<file path="config.mk">
export PLATFORM = sky130hd
export DESIGN_NAME = park_occupancy_counter
export DESIGN_NICKNAME = d
export VERILOG_FILES = /design/src/rtl/park_occupancy_counter.sv
export SDC_FILE = /design/constraint.sdc
export NUM_CORES = 1
export LEC_CHECK = 0
export ABC_AREA = 1
export ABC_CLOCK_PERIOD_IN_PS = 5600
export CORE_MARGIN = 1.5
export CORE_UTILIZATION = 50
export DETAILED_ROUTE_END_ITERATION = 8
export GPL_TIMING_DRIVEN = 0
export HOLD_SLACK_MARGIN = 0.08
export PLACE_DENSITY = 0.93
export SETUP_SLACK_MARGIN = 0.5
export SLEW_MARGIN = 10
export SYNTH_ARGS = -nofsm -noshare
export SYNTH_HDL_FRONTEND = slang
export SYNTH_SLANG_ARGS = --single-unit
</file>
<file path="constraint.sdc">
create_clock -name clk -period 5.6 [get_ports clk]
set_input_delay 1.12 -clock clk [delete_from_list [all_inputs] [get_ports clk]]
set_output_delay 1.12 -clock clk [all_outputs]
set_load 0.05 [all_outputs]
</file>
<file path="src/rtl/park_occupancy_counter.sv">
// Car-park occupancy tracker: edge-detected entry/exit sensors, saturating count and sticky errors.
// Optional peak-occupancy register enabled by defining PARK_PEAK_TRACK_EN.
module park_occupancy_counter #(
  parameter int WIDTH         = 8,
  parameter int CAPACITY      = 200,
  parameter int ALMOST_MARGIN = 4
) (
  input  logic             clk,
  input  logic             rst_n,
  input  logic             entry_sense,
  input  logic             exit_sense,
  input  logic             load,
  input  logic [WIDTH-1:0] load_val,
  input  logic             clr_err,
  output logic [WIDTH-1:0] count,
  output logic [WIDTH-1:0] free_slots,
  output logic             full,
  output logic             empty,
  output logic             almost_full,
  output logic             overflow_err,
  output logic             underflow_err,
  output logic [WIDTH-1:0] peak_count
);

  localparam logic [WIDTH-1:0] CAP    = WIDTH'(CAPACITY);
  localparam logic [WIDTH-1:0] MARGIN = WIDTH'(ALMOST_MARGIN);

  logic             entry_q, exit_q;
  logic             ent_ev, ext_ev;
  logic [WIDTH-1:0] count_next;
  logic             ovf_set, unf_set;

  assign ent_ev = entry_sense & ~entry_q;
  assign ext_ev = exit_sense & ~exit_q;

  // Load beats events; simultaneous entry and exit is a car passing through.
  always_comb begin
    count_next = count;
    ovf_set    = 1'b0;
    unf_set    = 1'b0;
    if (load) begin
      if (load_val > CAP) begin
        count_next = CAP;
        ovf_set    = 1'b1;
      end else begin
        count_next = load_val;
      end
    end else if (ent_ev && !ext_ev) begin
      if (count < CAP) count_next = count + 1'b1;
      else             ovf_set    = 1'b1;
    end else if (ext_ev && !ent_ev) begin
      if (count != '0) count_next = count - 1'b1;
      else             unf_set    = 1'b1;
    end
  end

  always_ff @(posedge clk or negedge rst_n) begin
    if (!rst_n) begin
      entry_q       <= 1'b0;
      exit_q        <= 1'b0;
      count         <= '0;
      overflow_err  <= 1'b0;
      underflow_err <= 1'b0;
    end else begin
      entry_q       <= entry_sense;
      exit_q        <= exit_sense;
      count         <= count_next;
      overflow_err  <= ovf_set | (overflow_err & ~clr_err);
      underflow_err <= unf_set | (underflow_err & ~clr_err);
    end
  end

  assign free_slots  = CAP - count;
  assign full        = (count == CAP);
  assign empty       = (count == '0);
  assign almost_full = (free_slots <= MARGIN);

`ifdef PARK_PEAK_TRACK_EN
  logic [WIDTH-1:0] peak_q;

  always_ff @(posedge clk or negedge rst_n) begin
    if (!rst_n)                  peak_q <= '0;
    else if (count_next > peak_q) peak_q <= count_next;
  end

  assign peak_count = peak_q;
`else
  assign peak_count = '0;
`endif

endmodule
</file>
== Yosys cells after proc, flatten, opt, wreduce, memory -nomap -nowiden ==
Index checks and enable logic that the tools add are counted.
Cells by class
  reduce and logical (&&, ||, !) cells: 9
  bitwise operators: 9
  add/subtract/negate cells: 3
  magnitude comparators: 3
  eq/ne operators: 2
  multiplexer cells: 14
Operators with widths (count)
  2-to-1 mux 8 bit: 6
  adder 8 x 1 -> 8 bit, second input constant: 1
  == test 8 bit, second input constant: 1
  greater-than comparator 8 bit, second input constant: 1
  less-or-equal comparator 8 x 3 -> 1 bit, second input constant: 1
  logical NOT 8 bit: 1
  < comparator 8 bit, second input constant: 1
  2-to-1 mux 1 bit: 8
  nonzero test 8 bit: 1
  subtractor 8 x 1 -> 8 bit, second input constant: 1
  subtractor 8 bit, first input constant: 1
  nonzero test 3 bit: 2
  bitwise AND 1 bit: 4
  != test 3 x 2 -> 1 bit, second input constant: 1
  inverter 1 bit: 3
  AND reduction 3 bit: 1
  logical AND 1 bit: 2
  logical NOT 1 bit: 2
  OR 1 bit: 2
Storage, ports and cells
  flip-flop bits (word level): 12
  bits of input ports: 14
  output and inout port bits: 29

== Depth between registers and ports, before layout ==
  word-level depth: 8
  gate-level depth with buffers: 15
  depth with buffers taken out: 15

== Least setup slack after synthesis ==
No wires, ideal clock.
  path type: register to output
  start point: reg count[1]
  end point: out almost_full
  buffers on the path: 0
  arrival time: 2.588 ns
  data required time: 4.480 ns
  stages on the path, launching flop included: 9
  slack: 1.892 ns
  cell sequence: dfrtp_1 > inv_1 > ha_1 > nand3_1 > nand2_1 > xor2_1 > nor3b_2 > nand2_1 > nor3_2
On the way
  word-level cells in the longest chain between the ends: 2
RTL lines
  from (decl): RTL line 15  | output logic [WIDTH-1:0] count,
  from (signal assigned): RTL line 67  | count <= count_next;
  subtractor 8 bit: RTL line 73  | assign free_slots = CAP - count;
  via free_slots[4]: RTL line 16  | output logic [WIDTH-1:0] free_slots,
  less-or-equal comparator 8 x 3 -> 1 bit: RTL line 76  | assign almost_full = (free_slots <= MARGIN);
  to (decl): RTL line 19  | output logic almost_full,
The timed path passes the listed nets, and every way through them passes these cells.

== Worst setup path in the final report ==
  start point: reg count[0]
  end point: out almost_full
On the way
  word-level cells in the longest chain between the ends: 2
RTL lines (RTL line)
  subtractor 8 bit: 73
  less-or-equal comparator 8 x 3 -> 1 bit: 76
No other way between the ends.

==> metrics.csv <==
stage;metric;value;unit
outcome;status;complete, no violations;
yosys;synth-edff-count;0;
yosys;synthArstFlopShare;100;%
yosys;syn_area_per_cell;6.73;um2
cells_and_area;layout_commonest_cell;nand2_1;
worst_setup_path;cp_common_cell;nand2_1;
drt;postRouteAntennaNets;0;
yosys;ys_types;35;
yosys;ys_ff_latch;12;
placed_design;hpwl;2.42;mm
global_route;grt_max_degree;13;
die;start_util;52.7;%
drt;routed_wl;2.98;mm
hold_path;hold_path_depth;2;
timing;tns;0;ns
hold_path;hold_path.startpoint;underflow_err;
cells_and_area;fillCellCount;208;
drt;vias_per_cell;4.98;
global_route;grt_pass1_vias;1155;
yosys;synth.yosys.seq_area_share;23.0;%
die;row_count;18;
hold_path;min_path_type;register to register;
clocking;cts_root_buffer;clkbuf_4;
worst_setup_path;ff2ff_setup_slack;3.60;ns
drt;dr.pass1.iters;4;
drt;drc;0;
timing;relSlewSlack;60.4;%
worst_setup_path;cp.arrival;2.72;ns
power;ir_worst_vdd;0.323;mV
global_route;gr-usage-all-layers;24.2;%
drt;routedWlPerCell;11.1;um
worst_setup_path;cp_max_fo;7;
die;top_level_ports;43;
worst_setup_path;cp.buffers_inverters;2;
worst_setup_path;start_kind;register;
worst_setup_path;crit_type;register to output pin;
timing;max_freq;261;MHz
cells_and_area;diodes;0;
global_route;antenna_found_initial;0;
clocking;holdBufCountCts;0;
flow_run;max_cap_viol_count;0;
worst_setup_path;timing.rr.end;count[6];
worst_setup_path;reg2reg_from;entry_q;
clocking;cts_resized;0;
cells_and_area;area_growth;33.0;%
worst_setup_path;cp_slowest_cell;clkdlybuf4s50_1;
cells_and_area;final_cell_mix;46 x nand2_1, 33 x clkdlybuf4s50_1, 28 x inv_1;
clocking;clk_path_buf_depth;2;
placed_design;portBuffers;33;
yosys;synth_ff_type;dfrtp_1;
die;die_y;54.1;um
die;die-area;2930;um2
yosys;synth_area;1310;um2
cells_and_area;drive_gt1_share;17.6;%
global_route;grt_pass1_wl;5.09;mm
placed_design;placed_area;1700;um2
global_route;grt_remaining_overflow;0;
yosys;yosys_warnings;0;
drt;initialDrtViolationCount;26;
clocking;clock-sinks;12;
drt;vias;1335;
timing;maxSlewViolCount;0;
yosys;syn_inst;194;
worst_setup_path;critPathTopFamily;buffers and inverters;
worst_setup_path;critPathMaxStageDelay;0.81;ns
worst_setup_path;end_kind;output pin;
cells_and_area;nets;260;
power;power.density;419;nW/um2
power;p_leak;0.883;nW
timing;setup_viol;0;
timing;finalHoldViolCount;0;
timing;worstMarginPinSlew;0.592;ns
clocking;htreeDepth;1;
timing;rsz0062_at_grt;false;
die;die_w;54.1;um
timing;period_minus_slack;3.84;ns
timing;fin_crit_sh;68.5;%
timing;finClkSkew;0.000819;ns
clocking;cts_tree;yes;
clocking;clk_latency;0.29;ns
clocking;post_cts_buffers;0;
clocking;cts.clk_slew.worst_paths;0.09;ns
worst_setup_path;path_cells;inv_1 -> ha_1 -> nand3_1 -> nand2_1 -> xor2_1 -> nor3b_2 -> nand2_1 -> nor3_2 -> clkdlybuf4s50_1;
worst_setup_path;r2r_cells;12;
clocking;cts_inserted_buffers;3;
hold_path;hold_path_end;underflow_err;
placed_design;gp_congestion;0.865;
die;core-area;2480;um2
cells_and_area;final_cell_area;1740;um2
worst_setup_path;worstPathRequired;4.48;ns
flip-flops by register name (all words and copies together), names as in the netlist:
name	cells
entry_q	1
count	8
overflow_err	1
exit_q	1
underflow_err	1
final cells by class:
type                       count  area, um2  share of cell area [%]
timing repair buffer          33        330                    19.0
tap                           30       37.5                    2.16
multi-input combinational    142        816                    47.0
clock buffer                   4       36.3                    2.09
buffer                        11       77.6                    4.47
inverter                      36        138                    7.93
sequential                    12        300                    17.3
routing by layer:
layer,share of wire [%],global-route usage [%],wire length [um]
met2,49,43.7,1470
met3,5.2,2.22,156
met5,0,0,0
met1,44,30.1,1320
met4,1.3,7.92,40
worst max-delay path by stage:
stage	from	cells after the start	slack (ns)	end
after floorplan	count[1]	8	1.89	almost_full
after global placement	count[0]	9	2.12	almost_full
after detailed placement	count[1]	9	2.08	almost_full
after CTS	count[1]	9	1.76	almost_full
after global routing	count[1]	9	1.58	almost_full
final	count[0]	9	1.76	almost_full
power by group:
group          switching, mW  total, mW  internal (mW)  leakage (nW)
logic                  0.341      0.515          0.174         0.717
registers             0.0342      0.138          0.103         0.145
clock network         0.0357     0.0753         0.0396        0.0210
worst reg2reg max path, cell delays in order, from the launching register on:
cell and delay, ns:
dfrtp_1 0.40, nor2_4 0.17, nand2_4 0.13, ha_1 0.34
inv_1 0.09, o21ai_0 0.25, nand4_1 0.12, nand2_1 0.08
inv_1 0.05, nand3_1 0.06, nand3_1 0.09, nand2_1 0.07
nand2_1 0.04
cells in the mapped netlist, types with 2 or more instances:
master	instances	area [um2]
nor2_1	13	48.8
xor2_1	4	35.0
a21oi_1	6	30.0
nand3_1	14	70.1
nand2_2	6	37.5
nand2_1	46	173
nand4_1	2	12.5
buf_2	2	10.0
nand3_2	2	20.0
clkinv_1	3	11.3
buf_4	9	67.6
nand2_4	2	22.5
o21ai_1	2	10.0
dfrtp_1	12	300
inv_1	28	105
nand3b_1	2	15.0
ha_1	7	87.6
nor3_2	3	30.0
o21ai_0	7	35.0
o21bai_1	2	15.0
nor2_2	2	12.5
inv_2	4	15.0
nor3_1	4	20.0
metrics by stage:
| stage | power [mW] | hold WS (ns) | instances | worst slack (ns) | util [%] |
|---|---|---|---|---|---|
| 2_1_floorplan | 0.513 | 0.688 | 201 | 1.89 | - |
| 3_3_place_gp | 0.641 | 0.509 | 264 | 2.12 | 68.6 |
| 3_5_place_dp | 0.652 | 0.528 | 264 | 2.08 | 68.6 |
| 4_1_cts | 0.728 | 0.542 | 268 | 1.76 | 70.1 |
| 5_1_grt | 0.783 | 0.605 | 268 | 1.58 | 70.1 |
| 6_report | 0.728 | 0.535 | 268 | 1.76 | 70.1 |
cells by family after synthesis:
logic type                 Yosys count  synth area share (%)
adders and majority gates            7                  6.71
xor gates and xnor gates             5                  3.36
other                                1                 0.287
DFF                                 12                  23.0
and+or+nand+nor                     99                  37.9
AOI/OAI and AO/OA                   23                  12.3
buffers and inverters               47                  16.5
(Power assumes the default switching activity.)
